[src/rtl/interpolator_scheduler.sv]
// Sequences one silencer-interpolator burst per trigger: source-memory addressing aligned to
// the interpolator's transducer counter, DIN_VALID issue, DOUT_VALID checking and a one-deep trigger queue.
module interpolator_scheduler #(
  parameter int unsigned DEPTH               = 249,
  parameter int unsigned SRC_LATENCY         = 1,
  parameter logic [15:0] DEFAULT_UPDATE_RATE = 16'd256,
  parameter int unsigned WATCHDOG            = 16
) (
  input  logic        CLK,
  input  logic        RST_N,
  input  logic        TRIG,
  input  logic        ENABLE,
  input  logic        SETTING_VALID,
  input  logic [15:0] UPDATE_RATE_IN,
  output logic [15:0] UPDATE_RATE,
  output logic [7:0]  SRC_ADDR,
  output logic        SRC_EN,
  output logic        DIN_VALID,
  input  logic        DOUT_VALID_IN,
  output logic        BUSY,
  output logic        DONE,
  output logic        OVERRUN,
  output logic        ERR,
  input  logic        FLAG_CLR
);

  // Timer reads 0 in the ISSUE cycle; expiry at this offset raises ERR one cycle later.
  localparam int unsigned TMO = DEPTH + 1 + WATCHDOG;
  localparam int unsigned TW  = $clog2(TMO + 1);

  localparam logic [7:0]    LAST_ADDR = 8'(DEPTH);
  localparam logic [7:0]    LAST_PRE  = 8'(SRC_LATENCY - 1);
  localparam logic [8:0]    NOM_LEN   = 9'(DEPTH);
  localparam logic [TW-1:0] TMO_T     = TW'(TMO);

  typedef enum logic [2:0] {IDLE, PREFETCH, ISSUE, STREAM, DRAIN} state_t;

  state_t        state, state_nx;
  logic [7:0]    addr;
  logic [8:0]    vcount;
  logic [TW-1:0] timer;
  logic [15:0]   shadow;
  logic          dout_q;
  logic          pending, pending_nx;
  logic          start, fall;
  logic          done_set, err_set, ovr_set;
  logic          addressing, addressing_nx, tracking;

  always_comb begin
    state_nx      = state;
    pending_nx    = pending;
    start         = 1'b0;
    done_set      = 1'b0;
    err_set       = 1'b0;
    ovr_set       = 1'b0;
    fall          = dout_q & ~DOUT_VALID_IN;

    case (state)
      IDLE: begin
        if (ENABLE && (TRIG || pending)) begin
          start    = 1'b1;
          state_nx = PREFETCH;
        end
      end
      PREFETCH: begin
        if (addr == LAST_PRE) state_nx = ISSUE;
      end
      ISSUE: begin
        state_nx = (addr == LAST_ADDR) ? DRAIN : STREAM;
      end
      STREAM: begin
        if (addr == LAST_ADDR) state_nx = DRAIN;
      end
      DRAIN: begin
        if (fall) begin
          state_nx = IDLE;
          if (vcount == NOM_LEN) done_set = 1'b1;
          else                   err_set  = 1'b1;
        end else if (timer == TMO_T) begin
          state_nx = IDLE;
          err_set  = 1'b1;
        end
      end
      default: state_nx = IDLE;
    endcase

    // A start from pending does not swallow a same-cycle TRIG: it re-arms pending.
    if (start && pending) begin
      pending_nx = TRIG;
    end else if (start) begin
      pending_nx = 1'b0;
    end else if (TRIG && ENABLE) begin
      pending_nx = 1'b1;
      ovr_set    = pending;
    end

    addressing    = (state == PREFETCH) || (state == ISSUE) || (state == STREAM);
    addressing_nx = (state_nx == PREFETCH) || (state_nx == ISSUE) || (state_nx == STREAM);
    tracking      = (state == ISSUE) || (state == STREAM) || (state == DRAIN);
  end

  always_ff @(posedge CLK) begin
    if (!RST_N) begin
      state       <= IDLE;
      pending     <= 1'b0;
      addr        <= '0;
      vcount      <= '0;
      timer       <= '0;
      dout_q      <= 1'b0;
      DONE        <= 1'b0;
      ERR         <= 1'b0;
      OVERRUN     <= 1'b0;
      shadow      <= DEFAULT_UPDATE_RATE;
      UPDATE_RATE <= DEFAULT_UPDATE_RATE;
    end else begin
      state   <= state_nx;
      pending <= pending_nx;
      DONE    <= done_set;
      ERR     <= err_set | (ERR & ~FLAG_CLR);
      OVERRUN <= ovr_set | (OVERRUN & ~FLAG_CLR);

      if (SETTING_VALID) shadow <= UPDATE_RATE_IN;
      if (state == PREFETCH && state_nx == ISSUE) UPDATE_RATE <= shadow;

      if (!addressing_nx)  addr <= '0;
      else if (addressing) addr <= addr + 8'd1;

      // DOUT_VALID starts returning before addressing ends, so counting spans ISSUE..DRAIN.
      if (tracking) begin
        dout_q <= DOUT_VALID_IN;
        if (DOUT_VALID_IN && vcount != '1) vcount <= vcount + 9'd1;
        if (timer != '1) timer <= timer + 1'b1;
      end else begin
        dout_q <= 1'b0;
        vcount <= '0;
        timer  <= '0;
      end
    end
  end

  assign SRC_ADDR  = addr;
  assign SRC_EN    = addressing;
  assign DIN_VALID = (state == ISSUE);
  assign BUSY      = (state != IDLE);

endmodule

[config.mk]
export PLATFORM = sky130hd
export DESIGN_NAME = interpolator_scheduler
export DESIGN_NICKNAME = d
export VERILOG_FILES = /design/src/rtl/interpolator_scheduler.sv
export SDC_FILE = /design/constraint.sdc
export NUM_CORES = 1
export LEC_CHECK = 0
export CAP_MARGIN = 15
export CORE_AREA = 2 2 101 103
export CTS_CLUSTER_SIZE = 28
export DETAILED_ROUTE_END_ITERATION = 16
export DIE_AREA = 0 0 103 105
export GPL_TIMING_DRIVEN = 1
export SYNTH_ARGS = -nofsm -noshare
export SYNTH_HDL_FRONTEND = slang
export SYNTH_SLANG_ARGS = --single-unit
[constraint.sdc]
create_clock -name CLK -period 1.83 [get_ports CLK]
set_input_delay 0.549 -clock CLK [delete_from_list [all_inputs] [get_ports CLK]]
set_output_delay 0.549 -clock CLK [all_outputs]
set_load 0.02 [all_outputs]
# Word-level counts from Yosys, hierarchy flattened
# Index checks and enable logic that the tools add are counted.
dict set report totals {
  register_bits 66
  word_cells 72
  ramBits 0
  inputBits 23
  output_inout_bits 30
  romBits 0
  mem_count 0
  latchBits 0
}
dict set report classes {
  magnitude_cmp 0
  n_eq_ne 12
  n_addsub 3
  n_reduce_logical 19
  shifts 0
  bitwise 7
  n_mul 0
  div_mod_pow 0
  muxes 20
}
# op count
set op_table {}
lappend op_table {{$add 9x1->9 const B} 2}
lappend op_table {{$mux 3} 6}
lappend op_table {{$ne 9x9->1 const B} 2}
lappend op_table {{$pmux 3 s5} 1}
lappend op_table {{$mux 1} 13}
lappend op_table {{$eq 3x2->1 const B} 4}
lappend op_table {{$eq 9x8->1 const B} 1}
lappend op_table {{$eq 9x9->1 const B} 1}
lappend op_table {{$add 8x1->8 const B} 1}
lappend op_table {{$eq 8x8->1 const B} 1}
lappend op_table {{$logic_not 8->1} 1}
lappend op_table {{$logic_or 1x1->1} 7}
lappend op_table {{$eq 3x1->1 const B} 2}
lappend op_table {{$reduce_bool 3->1} 2}
lappend op_table {{$logic_and 1x1->1} 5}
lappend op_table {{$reduce_and 2->1} 2}
lappend op_table {{$and 1x1->1} 3}
lappend op_table {{$eq 3x3->1 const B} 1}
lappend op_table {{$logic_not 3->1} 1}
lappend op_table {{$reduce_and 3->1} 1}
lappend op_table {{$not 1->1} 2}
lappend op_table {{$or 1x1->1} 2}

# Logic depth before layout (Yosys ltp)
dict set report logic_depth {
  ltp_word 8
  ltp_mapped 8
  ltp_nobuf 7
}

# Worst setup path after synthesis
# OpenSTA, ideal clock, no wires.
dict set report synth_path {
  path_kind {register to register}
  from {register timer[2]}
  to {register timer[5]}
  setup_ns 0.117
  slack_ns 0.188
  arrival_time_ns 1.525
  stages_incl_launch_ff 8
  path_cell_list {dfxtp_1 -> and4_1 -> and4_1 -> ha_1 -> and3b_1 -> nand4_1 -> xor2_1 -> nor2_1}
}
dict set report synth_between {
  elab_chain_cells 1
}
# element line_no
set synth_rtl {}
lappend synth_rtl {{start, declared} 41} ;# logic [TW-1:0] timer;
lappend synth_rtl {{start signal, assigned} 132} ;# if (timer != '1) timer <= timer + 1'b1;
lappend synth_rtl {{$add 9x1->9 / $ne 9x9->1 (equally long branches)} 132}
# Parallel ways exist; a longest one is shown, timed or not.
# A chain may end at the register's enable or synchronous reset.

# Final worst setup path
dict set report layout_path {
  from {register state[2]}
  to {output port BUSY}
}
dict set report layout_between {
  elab_chain_cells 1
}
# element line_no
set layout_rtl {}
lappend layout_rtl {{start, declared} 38} ;# state_t state, state_nx;
lappend layout_rtl {{start signal, assigned} 116} ;# state <= state_nx;
lappend layout_rtl {{$reduce_bool 3->1} 144} ;# assign BUSY = (state != IDLE);
lappend layout_rtl {{end, declared} 20} ;# output logic BUSY,
# No other way between the ends.

==> results.sh <==
export IMPL_filler_cell_count=1008
export IMPL_relSlewSlack=0.748
export IMPL_drc=0
export IMPL_yosys_top_cell_by_area="dfxtp_1"
export IMPL_clock_tree_buffer_depth=2
export IMPL_synth_net_count=318
export IMPL_ir_drop_v=0.000375
export IMPL_area_growth_syn_to_layout_pct=36.4
export IMPL_ys_warn_count=0
export IMPL_grt_pass1_vias=2142
export IMPL_cellPowerDensity_nw_per_um2=887
export IMPL_post_synth_most_frequent_cells="dfxtp_1, mux2i_1, nor2b_1"
export IMPL_timing_setup_critical_path_class="flip-flop to output port"
export IMPL_yosys_register_bits=66
export IMPL_hold_buffers=0
export IMPL_grt_antenna_before_repair=0
export IMPL_die_area_sq_um=10800
export IMPL_synth_largest_type_area_fraction=0.460
export IMPL_latest_clock_arrival_within_the_worst_skew_pair_ps=340
export IMPL_worst_path_dominant_cell_family="simple AND/OR/NAND/NOR gates"
export IMPL_worst_slew_pin_slew_ps=378
export IMPL_ys_types=40
export IMPL_core_region_area_sq_um=9640
export IMPL_cts_tree="done"
export IMPL_dpl_cell_area_sq_um=3690
export IMPL_worst_setup_path_startpoint="state[2]$_SDFF_PN0_"
export IMPL_ant_nets=0
export IMPL_synth_edff_count=0
export IMPL_detail_route_iter0_violations=40
export IMPL_worst_path_depth=2
export IMPL_arrival_ps=1230
export IMPL_post_synth_inst_count=286
export IMPL_grt_pass1_wl_microns=10200
export IMPL_crit_path_end_kind="output port"
export IMPL_cp_buffers_inverters=1
export IMPL_place_inst=484
export IMPL_synth_area_per_cell_sq_um=10.0
export IMPL_leakagePower_nw=1.76
export IMPL_port_buffers=52
export IMPL_final_count_of_hold_timing_violations=0
export IMPL_numClockSinks=66
export IMPL_synth_area_top_cells="dfxtp_1, mux2i_1, nor2b_1, xor2_1, ha_1"
export IMPL_finalClockSkew_ps=8.06
export IMPL_clock_tree_htree_level_count=3
export IMPL_cp_required_ps=1280
export IMPL_regToRegSetupSlack_ps=130
export IMPL_grt_overflow_total=0
export IMPL_fin_nets=395
export IMPL_timing_critical_path_slowest_stage_cell="or3_4"
export IMPL_wl_per_cell_microns=12.1
export IMPL_max_frequency_mhz=562
export IMPL_place_detailed_hpwl_microns=4330
export IMPL_cells_traversed_along_the_worst_timing_path="or3_4 > buf_6"
export IMPL_cts_buffers=9
export IMPL_final_min_period_over_clock_period=0.972
export IMPL_worst_r2r_endpoint="vcount[5]$_SDFFE_PN0P_"
export IMPL_num_vias=2182
export IMPL_grt_setup_unrepaired="false"
export IMPL_synthesis_area_sq_um=2870
export IMPL_fp_row_count=36
export IMPL_start_util=0.298
export IMPL_instances_no_fill=501
export IMPL_worstRegToRegCells=8
export IMPL_synth_main_ff_cell="dfxtp_1"
export IMPL_sequential_share_of_the_synthesized_area=0.460
export IMPL_run_status="finished, final reports clean"
export IMPL_max_cap_viol_count=0
export IMPL_whs_ps=494
export IMPL_drt_pass1_iterations=3
export IMPL_critical_path_peak_fanout=6
export IMPL_root_cell_of_the_clock_tree="clkbuf_8"
export IMPL_slowest_delay_ps=380
export IMPL_final_design_area_no_fill_sq_um=3920
export IMPL_grt_util_all_layers=0.121
export IMPL_gpl_final_weighted_congestion=0.755
export IMPL_cts_clk_slew_worst_paths_ps=70
export IMPL_drt_vias_per_instance=4.36
export IMPL_die_width_microns=103
export IMPL_grt_max_degree=22
export IMPL_post_synth_top_count_cell="dfxtp_1"
export IMPL_antennaDiodeCount=0
export IMPL_slew_violations=0
export IMPL_wire_length_after_detailed_routing_microns=6070
export IMPL_ios=53
export IMPL_post_route_cells_drive_above_1_share=0.158
export IMPL_last_element_of_the_critical_path="BUSY"
export IMPL_critPathLaunchType="flip-flop"
export IMPL_rr_startpoint="vcount[2]$_SDFFE_PN0P_"
export IMPL_synthArstFlopShare=0
export IMPL_finalSetupViolations=0
export IMPL_chipHeight_microns=105
export IMPL_timing_final_crit_period_ps=1780
export IMPL_setup_tns_final_ps=0
export IMPL_hold_path_class="flip-flop to flip-flop"
-- worst reg2reg max path, stage by stage, from the launching register on --
cell     delay, ps
dfxtp_1        400
and3_1         240
and3_1         170
ha_1           150
and4b_1        220
buf_4          130
nand2_1         70
xor2_1         150
nor2_1          50
-- where the power goes --
part	internal [mW]	switching, mW	total [mW]
combinational	0.298	0.299	0.597
sequential	1.49	0.0405	1.53
clock	0.800	0.543	1.34
-- per-layer routing --
layer | vias to the layer above | global-route usage | share of wire
li1 | 1126 | - | -
met2 | 32 | 0.186 | 0.45
met5 | - | 0 | 0
met3 | 11 | 0.0348 | 0.038
met4 | 0 | 0.0526 | 0.022
met1 | 1013 | 0.157 | 0.49
-- worst min path at each step --
stage	start	end	slack (ps)	depth (start not counted)
after floorplan	shadow[8]$_SDFFE_PN1P_	UPDATE_RATE[8]$_SDFFE_PN1P_	440	2
after CTS	shadow[8]$_SDFFE_PN1P_	shadow[8]$_SDFFE_PN1P_	490	2
after global placement	shadow[8]$_SDFFE_PN1P_	UPDATE_RATE[8]$_SDFFE_PN1P_	460	2
final	shadow[8]$_SDFFE_PN1P_	shadow[8]$_SDFFE_PN1P_	490	2
after global routing	shadow[8]$_SDFFE_PN1P_	shadow[8]$_SDFFE_PN1P_	530	2
after detailed placement	shadow[8]$_SDFFE_PN1P_	shadow[8]$_SDFFE_PN1P_	470	2
-- per-stage QoR --
stage                     total power, mW   util  setup slack, ps
final                                3.47  0.406             51.4
after global routing                 3.65  0.406             2.23
after global placement               2.16  0.383             -222
after floorplan                      1.92      -              188
after CTS                            3.52  0.403           -0.695
after detailed placement             2.17  0.383             -319
-- cell usage in the layout, fill, tap and decap left out, drive strengths merged, types with 2 or more instances in the layout --
| cell | instances |
|---|---|
| dfxtp | 66 |
| mux2i | 35 |
| nor2b | 33 |
| buf | 28 |
| dlygate4sd2 | 27 |
| nor2 | 25 |
| clkdlybuf4s50 | 22 |
| xor2 | 15 |
| nand2 | 12 |
| clkbuf | 11 |
| inv | 10 |
| a21oi | 9 |
| nand4 | 9 |
| ha | 9 |
| and3 | 6 |
| xnor2 | 6 |
| nor3 | 5 |
| o21ai | 4 |
| and4 | 3 |
| nand3 | 3 |
| nor4b | 3 |
| clkinv | 3 |
| and2 | 2 |
| a21o | 2 |
| a21boi | 2 |
| a22oi | 2 |
| bufinv | 2 |
| a211oi | 2 |
-- final cells by class --
class                   count  area, sq um  share of cell area
well taps                 133          166              0.0425
multi-input cells         198         1480               0.379
clock buffers              11          141              0.0361
clock inverters             5         77.6              0.0198
repair buffers             77          678               0.173
inverters                  11         41.3              0.0105
flip-flops and latches     66         1330               0.339
-- kinds of logic (layout without fill, tap and decap cells) --
kind of cell	count (synthesis)	in the layout	share of synthesized area
compound gates	24	24	0.0527
xor+xnor	21	21	0.0641
fa+ha+maj	9	9	0.0392
buf+inv	22	104	0.0362
flops	66	66	0.460
mux	35	35	0.122
simple gates	109	109	0.226
-- sequential cells by signal, summed over array words and instances (netlist names) --
register	flops
UPDATE_RATE	16
shadow	16
SRC_ADDR	8
DONE	1
ERR	1
pending	1
OVERRUN	1
state	3
timer	9
vcount	9
dout_q	1
-- repair_timing --
item                       in CTS  in global routing
gates cloned                    0                  0
pin swaps                       0                  3
setup buffers                   0                  1
setup endpoints to repair      30                 16
resized for setup              45                  9
No activity file was read; power rests on OpenSTA's default activity.
